### src/rtl/ps2_pkg.sv
// ps2_pkg: shared types and constants for the PS/2 receive path.
// Holds the frame FSM state encoding and the two prefix byte values.
// Also provides the odd-parity helper used when a frame's stop bit arrives.
package ps2_pkg;

  typedef enum logic [1:0] {
    ST_IDLE   = 2'd0,
    ST_DATA   = 2'd1,
    ST_PARITY = 2'd2,
    ST_STOP   = 2'd3
  } ps2_state_t;

  localparam logic [7:0] PREFIX_EXT = 8'hE0;
  localparam logic [7:0] PREFIX_BRK = 8'hF0;

  // PS/2 frames carry odd parity over the 8 data bits plus the parity bit.
  function automatic logic parity_ok(input logic [7:0] data, input logic par);
    return ^{data, par};
  endfunction

endpackage

### src/rtl/ps2_filter.sv
// ps2_filter: 2-flop synchronizer plus glitch filter for one PS/2 line.
// Latency: 2 sync cycles + FILTER_LEN stable cycles before dout follows.
// Ports: CLK100MHZ/reset (sync, active-high), din async in, dout filtered level (resets to 1).
module ps2_filter
  import ps2_pkg::*;
#(
  parameter int FILTER_LEN = 8
) (
  input  logic CLK100MHZ,
  input  logic reset,
  input  logic din,
  output logic dout
);

  localparam int CW = $clog2(FILTER_LEN + 1);

  logic          sync1;
  logic          sync2;
  logic [CW-1:0] stable_cnt;

  always_ff @(posedge CLK100MHZ) begin
    if (reset) begin
      sync1      <= 1'b1;
      sync2      <= 1'b1;
      dout       <= 1'b1;
      stable_cnt <= '0;
    end else begin
      sync1 <= din;
      sync2 <= sync1;
      // Count consecutive cycles where the synchronized level disagrees with
      // the filtered one; any agreement restarts the run.
      if (sync2 == dout) begin
        stable_cnt <= '0;
      end else if (stable_cnt == CW'(FILTER_LEN - 1)) begin
        dout       <= sync2;
        stable_cnt <= '0;
      end else begin
        stable_cnt <= stable_cnt + CW'(1);
      end
    end
  end

endmodule

### src/rtl/ps2_rx.sv
// ps2_rx: PS/2 keyboard receiver producing scancodes with E0/F0 prefix flags.
// Ports: CLK100MHZ, reset (sync active-high), PS2_CLK/PS2_DATA async inputs;
// scancode/is_break/is_ext held outputs, scan_valid/parity_err/frame_err pulses, busy.
module ps2_rx
  import ps2_pkg::*;
#(
  parameter int FILTER_LEN  = 8,
  parameter int TIMEOUT_CYC = 100000
) (
  input  logic       CLK100MHZ,
  input  logic       reset,
  input  logic       PS2_CLK,
  input  logic       PS2_DATA,
  output logic [7:0] scancode,
  output logic       scan_valid,
  output logic       is_break,
  output logic       is_ext,
  output logic       parity_err,
  output logic       frame_err,
  output logic       busy
);

  logic        clk_filt;
  logic        data_filt;
  logic        clk_filt_q;
  logic        fall;

  ps2_state_t  state;
  logic [2:0]  bit_cnt;
  logic [7:0]  shreg;
  logic        par_bit;
  logic [16:0] idle_cnt;
  logic        ext_lat;
  logic        brk_lat;

  ps2_filter #(.FILTER_LEN(FILTER_LEN)) u_clk_filt (
    .CLK100MHZ (CLK100MHZ),
    .reset     (reset),
    .din       (PS2_CLK),
    .dout      (clk_filt)
  );

  ps2_filter #(.FILTER_LEN(FILTER_LEN)) u_data_filt (
    .CLK100MHZ (CLK100MHZ),
    .reset     (reset),
    .din       (PS2_DATA),
    .dout      (data_filt)
  );

  always_ff @(posedge CLK100MHZ) begin
    if (reset) clk_filt_q <= 1'b1;
    else       clk_filt_q <= clk_filt;
  end

  assign fall = clk_filt_q & ~clk_filt;
  assign busy = (state != ST_IDLE);

  always_ff @(posedge CLK100MHZ) begin
    if (reset) begin
      state      <= ST_IDLE;
      bit_cnt    <= 3'd0;
      shreg      <= 8'h00;
      par_bit    <= 1'b0;
      idle_cnt   <= 17'd0;
      ext_lat    <= 1'b0;
      brk_lat    <= 1'b0;
      scancode   <= 8'h00;
      scan_valid <= 1'b0;
      is_break   <= 1'b0;
      is_ext     <= 1'b0;
      parity_err <= 1'b0;
      frame_err  <= 1'b0;
    end else begin
      scan_valid <= 1'b0;
      parity_err <= 1'b0;
      frame_err  <= 1'b0;

      if (fall) begin
        idle_cnt <= 17'd0;
        case (state)
          ST_IDLE: begin
            // A high data level on an edge is not a start bit; ignore it.
            if (!data_filt) begin
              state   <= ST_DATA;
              bit_cnt <= 3'd0;
            end
          end
          ST_DATA: begin
            shreg   <= {data_filt, shreg[7:1]};
            bit_cnt <= bit_cnt + 3'd1;
            if (bit_cnt == 3'd7) state <= ST_PARITY;
          end
          ST_PARITY: begin
            par_bit <= data_filt;
            state   <= ST_STOP;
          end
          ST_STOP: begin
            state <= ST_IDLE;
            if (!data_filt) begin
              frame_err <= 1'b1;
              ext_lat   <= 1'b0;
              brk_lat   <= 1'b0;
            end else if (!parity_ok(shreg, par_bit)) begin
              parity_err <= 1'b1;
              ext_lat    <= 1'b0;
              brk_lat    <= 1'b0;
            end else if (shreg == PREFIX_EXT) begin
              ext_lat <= 1'b1;
            end else if (shreg == PREFIX_BRK) begin
              brk_lat <= 1'b1;
            end else begin
              scancode   <= shreg;
              is_break   <= brk_lat;
              is_ext     <= ext_lat;
              scan_valid <= 1'b1;
              ext_lat    <= 1'b0;
              brk_lat    <= 1'b0;
            end
          end
          default: state <= ST_IDLE;
        endcase
      end else if (state != ST_IDLE) begin
        // Abandon a stalled partial frame once the keyboard goes quiet.
        if (idle_cnt == 17'(TIMEOUT_CYC - 1)) begin
          state     <= ST_IDLE;
          idle_cnt  <= 17'd0;
          frame_err <= 1'b1;
          ext_lat   <= 1'b0;
          brk_lat   <= 1'b0;
        end else begin
          idle_cnt <= idle_cnt + 17'd1;
        end
      end
    end
  end

endmodule

### config.mk
export PLATFORM = sky130hd
export DESIGN_NAME = ps2_rx
export DESIGN_NICKNAME = d
export VERILOG_FILES = /design/src/rtl/ps2_pkg.sv /design/src/rtl/ps2_filter.sv /design/src/rtl/ps2_rx.sv
export SDC_FILE = /design/constraint.sdc
export NUM_CORES = 1
export LEC_CHECK = 0
export ABC_AREA = 1
export BUFFER_PORTS_ARGS = -buffer_cell sky130_fd_sc_hd__buf_2
export CORE_MARGIN = 2
export CORE_UTILIZATION = 64
export DETAILED_ROUTE_END_ITERATION = 10
export PLACE_DENSITY = 0.83
export SLEW_MARGIN = 10
export SYNTH_ARGS = -nofsm -noshare
export SYNTH_HDL_FRONTEND = slang
export SYNTH_HIERARCHICAL = 1
export SYNTH_SLANG_ARGS = --single-unit
export TNS_END_PERCENT = 5
### constraint.sdc
create_clock -name CLK100MHZ -period 3.45 [get_ports CLK100MHZ]
set_clock_uncertainty 0.15 [all_clocks]
set_input_delay 0.345 -clock CLK100MHZ [delete_from_list [all_inputs] [get_ports CLK100MHZ]]
set_output_delay 0.345 -clock CLK100MHZ [all_outputs]
set_load 0.05 [all_outputs]
==> results of run 1 <==
## worst max-delay path by stage
stage,startpoint,end,slack [ps],depth (start not counted)
detailed placement,u_clk_filt/dout,scancode[6],1310,8
CTS,u_clk_filt/dout,scancode[6],1310,8
floorplan,state[0],idle_cnt[16],1550,11
global route,u_clk_filt/dout,scancode[6],1040,8
global placement,u_clk_filt/dout,scancode[6],1330,8
finish,u_clk_filt/dout,scancode[6],1310,8
## placed cells by master, fill, tap and decap left out, types with 2 or more instances in the layout
cell and n:
a211oi_1 3, a21oi_1 21, a21oi_2 9, buf_2 17
clkbuf_1 3, clkbuf_8 10, clkinv_2 2, dfxtp_1 61
ha_1 9, inv_1 41, inv_2 4, nand2_1 64
nand2_2 17, nand3_1 31, nand3_2 4, nand3b_1 2
nand4_1 12, nor2_1 34, nor2_2 5, nor3_1 7
nor3_2 4, o21ai_0 13, o21ai_1 2, or2_2 4
xnor2_1 3, xor2_1 5
## sequential cells by signal, indices dropped and copies added (netlist names), 2 cells and up
signal                  flops
u_data_filt/stable_cnt      4
bit_cnt                     3
shreg                       8
state                       2
u_clk_filt/stable_cnt       4
idle_cnt                   17
scancode                    8
## power groups by stage
stage               Clock (uW)  Sequential (uW)  Combinational [uW]
floorplan                    0              724                15.6
global placement             0              724                21.9
detailed placement           0              724                22.5
CTS                        542              709                22.5
global route               567              709                25.1
finish                     528              709                22.4
## per-layer routing
metal / vias up / wire length (um) / global-route usage (%)
met4: 0 / 108 / 11.7
li1: 1264 / - / -
met1: 1056 / 2600 / 28.8
met5: - / 0 / 0
met3: 9 / 204 / 6.98
met2: 48 / 2320 / 35.3
## layout make-up
class	instances	area, um^2	area share, %
Clock buffer	13	149	4.75
Clock inverter	2	10.0	0.319
Inverter	46	178	5.67
Multi-Input combinational cell	257	1430	45.5
Sequential cell	61	1220	39.0
Tap cell	52	65.1	2.08
Timing Repair Buffer	17	85.1	2.72
## through the flow
stage / total power, uW / util, % / hold slack (ps) / setup slack [ps] / cells
floorplan: 740 / - / 239 / 1550 / 371
global placement: 746 / 68.3 / 248 / 1330 / 433
detailed placement: 747 / 68.3 / 248 / 1310 / 433
CTS: 1270 / 72.0 / 33.0 / 1310 / 448
global route: 1300 / 72.0 / 32.9 / 1040 / 448
finish: 1260 / 72.0 / 42.4 / 1310 / 448
## cell families after synthesis
family	share of synthesized area, %
AOI/OAI and AO/OA	10.7
xor gates and xnor gates	2.44
buffers and inverters	7.92
adders and majority gates	3.92
DFF	42.5
and+or+nand+nor	32.6
==> flow_metrics.env, run 1 <==
export IMPL_rsz0062_at_grt="no"
export IMPL_rr_worst_depth=8
export IMPL_area_growth_syn_to_layout_pct=9.01
export IMPL_synth_seq_area_share_pct=42.5
export IMPL_ir_worst_vdd_mv=0.312
export IMPL_path_class="reg -> reg"
export IMPL_drt_iter0_drc=119
export IMPL_hold_viol=0
export IMPL_cts_sinks=61
export IMPL_drive_above_1_share_pct=19.9
export IMPL_vias=2377
export IMPL_ios=18
export IMPL_coreArea_um2=4350
export IMPL_yosysWarnings=6
export IMPL_row_count=24
export IMPL_die_area_um2=5040
export IMPL_nets=405
export IMPL_power_switching_uw=271
export IMPL_antenna_found_initial=0
export IMPL_hold_path_class="in -> reg"
export IMPL_final_setup_viol_count=0
export IMPL_p_comb_share_pct=1.8
export IMPL_clockBufferDepth=2
export IMPL_syn_inst=371
export IMPL_critPathSlowestCell="nor3_2"
export IMPL_endpoint_kind="flop"
export IMPL_cp_num_buf_inv=2
export IMPL_crit_required_ps=3500
export IMPL_start_kind="flop"
export IMPL_power_leakage_uw=0.00126
export IMPL_p_clk_share_pct=41.9
export IMPL_postLayoutCellArea_um2=3130
export IMPL_die_w_um=71.0
export IMPL_rrSetupSlack_ps=1310
export IMPL_grt_pass1_wl_um=9070
export IMPL_slew_violations=0
export IMPL_yosysMostFrequentCell="nand2_1"
export IMPL_viasPerCell=5.31
export IMPL_r2r_start="u_clk_filt/dout"
export IMPL_track_usage_pct=22.8
export IMPL_slew_headroom_pct=58.0
export IMPL_swShare_pct=21.5
export IMPL_synth_edf_count=0
export IMPL_die_height_um=71.0
export IMPL_dr_pass1_iters=5
export IMPL_hpwl_um=3760
export IMPL_yosysUniqueCellTypes=35
export IMPL_hold_buffers=0
export IMPL_yosys_top_cells_count="nand2_1 (64), dfxtp_1 (61), inv_1 (41), nor2_1 (34), nand3_1 (31)"
export IMPL_synth_top_area_share_pct=42.5
export IMPL_pwr_share_seq_pct=56.3
export IMPL_holdPathEnd="u_data_filt/sync1"
export IMPL_fmax_ghz=0.467
export IMPL_start_util_pct=66.0
export IMPL_tightestPinTransition_ps=626
export IMPL_ys_async_sr_fraction_pct=0
export IMPL_cell_internal_pwr_uw=988
export IMPL_crit_fanout=11
export IMPL_holdPathStages=2
export IMPL_synth_area_top_cells="dfxtp_1 (42%), nand2_1 (8.4%), nand3_1 (5.4%), inv_1 (5.4%), nor2_1 (4.4%)"
export IMPL_h_tree_depth=3
export IMPL_path_cells="inv_2, nand2_2, inv_2, nand3_1, nor3_2, nand2_2, nand2_1, a21oi_1"
export IMPL_path_delay_family="simple AND/OR/NAND/NOR gates"
export IMPL_route_detailed_wl_per_inst_um=11.7
export IMPL_fillers=353
export IMPL_rr_endpoint="scancode[6]"
export IMPL_gp_congestion=0.808
export IMPL_grt_ovfl_total=0
export IMPL_route_detailed_drc=0
export IMPL_ant_nets=0
export IMPL_post_cts_setup_buffers=0
export IMPL_antennaDiodeCount=0
export IMPL_yosys_register_bits=61
export IMPL_post_route_min_period_ps=2140
export IMPL_root_buffer="clkbuf_8"
export IMPL_cts_tree="built"
export IMPL_clk_latency_ps=330
export IMPL_place_port_buffers=17
export IMPL_p_per_area_nw_per_um2=402
export IMPL_crit_arrival_ps=2190
export IMPL_clk_pin_slew_worst_paths_ps=60
export IMPL_ctsResizeCount=0
export IMPL_grt_pass1_vias=2135
export IMPL_finalCritPeriodShare_pct=62.1
export IMPL_cts_made_buffers=9
export IMPL_tns_ps=0
export IMPL_yosysTopAreaCell="dfxtp_1"
export IMPL_syn_area_per_cell_um2=7.75
export IMPL_hp_start="PS2_DATA"
export IMPL_slowest_delay_ps=570
export IMPL_grt_start_max_net_pins=30
export IMPL_maxCapViolCount=0
export IMPL_detail_route_wirelength_um=5230
export IMPL_place_area_um2=2970
export IMPL_status="completed"
export IMPL_yosys_most_used_dff="dfxtp_1"
export IMPL_synth_nets=384
export IMPL_netlist_area_um2=2870
No activity file was read; power rests on OpenSTA's default activity.
==> run 2, diff against run 1 <==
CORE_UTILIZATION = 60   (was 64)
PLACE_DENSITY = 0.79   (was 0.83)
clock period = 2.2 ns   (was 3.45 ns; I/O delays follow)
==> flow_metrics.env, run 2 (synthesis results as in run 1) <==
export IMPL_status="completed"
export IMPL_final_cell_mix="nand2_1 (64), dfxtp_1 (61), inv_1 (41)"
export IMPL_cp_endpoint="idle_cnt[16]"
export IMPL_tightestPinTransition_ps=392
export IMPL_post_route_min_period_ps=1930
export IMPL_fillers=384
export IMPL_clk_latency_ps=330
export IMPL_p_per_area_nw_per_um2=718
export IMPL_worst_slack_ps=272
export IMPL_vias=2377
export IMPL_use_met3_pct=4.42
export IMPL_tns_ps=0
export IMPL_dr_pass1_iters=4
export IMPL_crit_required_ps=2270
export IMPL_fmax_ghz=0.519
export IMPL_h_tree_depth=3
export IMPL_whs_ps=103
export IMPL_met1_usage_pct=26.9
export IMPL_gp_congestion=0.827
export IMPL_row_count=25
export IMPL_die_area_um2=5360
export IMPL_rr_worst_depth=10
export IMPL_rr_endpoint="idle_cnt[16]"
export IMPL_max_flop_register="idle_cnt"
export IMPL_endpoint_kind="flop"
export IMPL_grt_ovfl_total=0
export IMPL_multi_input_area_um2=1430
export IMPL_route_detailed_drc=0
export IMPL_final_setup_viol_count=0
export IMPL_ir_worst_vdd_mv=0.535
export IMPL_route_detailed_wl_per_inst_um=11.4
export IMPL_antennaDiodeCount=0
export IMPL_dp_slack_ps=277
export IMPL_rsz0062_at_grt="no"
export IMPL_cts_tree="built"
export IMPL_crit_fanout=10
export IMPL_drive_above_1_share_pct=21.3
export IMPL_grt_pass1_vias=2075
export IMPL_start_util_pct=61.7
export IMPL_holdPathStages=2
export IMPL_ios=18
export IMPL_area_growth_syn_to_layout_pct=13.9
export IMPL_viasPerCell=5.19
export IMPL_hpwl_um=3780
export IMPL_die_w_um=73.2
export IMPL_drt_iter0_drc=172
export IMPL_clk_pin_slew_worst_paths_ps=70
export IMPL_finalCritPeriodShare_pct=87.6
export IMPL_cts_sinks=61
export IMPL_top_regs="idle_cnt: 17 flops, scancode: 8 flops, shreg: 8 flops"
export IMPL_antenna_found_initial=0
export IMPL_crit_start="state[0]"
export IMPL_grt_busiest_layer="met2"
export IMPL_track_usage_pct=20.6
export IMPL_r2r_start="state[0]"
export IMPL_crit_arrival_ps=2000
export IMPL_largest_reg_flops=17
export IMPL_rrSetupSlack_ps=270
export IMPL_detail_route_wirelength_um=5240
export IMPL_die_height_um=73.2
export IMPL_grt_start_max_net_pins=16
export IMPL_finalPower_uw=2350
export IMPL_slew_violations=0
export IMPL_slew_headroom_pct=73.6
export IMPL_hp_start="reset"
export IMPL_power_leakage_uw=0.00133
export IMPL_layout_commonest_cell="nand2_1"
export IMPL_nets=412
export IMPL_hold_path_class="in -> reg"
export IMPL_cts_made_buffers=9
export IMPL_path_class="reg -> reg"
export IMPL_coreArea_um2=4660
export IMPL_postLayoutCellArea_um2=3270
export IMPL_regArea_um2=1220
export IMPL_place_area_um2=3010
export IMPL_place_port_buffers=17
export IMPL_start_kind="flop"
export IMPL_ant_nets=0
export IMPL_root_buffer="clkbuf_8"
export IMPL_maxCapViolCount=0
export IMPL_clockBufferDepth=2
export IMPL_hold_viol=0
export IMPL_use_met2_pct=32.2
export IMPL_grt_pass1_wl_um=8590
run 2: changes by cell type in the layout (fill, tap and decap cells not counted), sizes merged:
cell,change
buf,+5
bufinv,+3
clkbuf,-1
clkinv,-1
dlygate4sd3,+2
run 2: repair_timing:
item | 4_1_cts | 5_1_grt
gates resized for setup | 0 | 0
setup buffers | 0 | 0
hold buffers | 2 | 0
hold endpoints to repair | 2 | 0
run 2: metal layers:
| metal | up-vias | share of wire (%) |
|---|---|---|
| li1 | 1274 | - |
| met1 | 1067 | 50 |
| met2 | 29 | 45 |
| met3 | 7 | 3.4 |
| met4 | 0 | 1.1 |
| met5 | - | 0 |
run 2: critical path, cell delays in order (launching register included):
cell     delay [ps]
dfxtp_1         360
inv_1            90
ha_1            260
inv_6           110
nand2_1          80
nor3_2          190
nand4_2         190
nor3_2          170
nand2_1          90
nor2_1           90
nor2_1           50
run 2: worst min-delay path by stage:
stage	to	slack (ps)
global placement	u_data_filt/sync2	240
CTS	bit_cnt[2]	100
finish	bit_cnt[1]	100
floorplan	u_clk_filt/sync1	170
global route	bit_cnt[1]	120
detailed placement	u_data_filt/sync2	250
run 2: per-stage QoR:
stage               instances  utilization [%]
floorplan                 371                -
global placement          440             64.7
detailed placement        440             64.7
CTS                       458             70.3
global route              458             70.3
finish                    458             70.3
run 2: where the power goes:
part           total (uW)  internal (uW)  switching (uW)  leakage (uW)
combinational        38.4           13.5            24.9      0.000717
clock                1200            783             418      0.000121
sequential           1110           1110            2.44      0.000492
total                2350           1910             445       0.00133
run 2: layout make-up:
class / count / share of cell area [%]
Timing Repair Buffer: 24 / 4.36
Clock buffer: 12 / 4.43
Clock inverter: 4 / 2.90
Tap cell: 54 / 2.06
Multi-Input combinational cell: 257 / 43.5
Inverter: 46 / 5.43
Sequential cell: 61 / 37.3
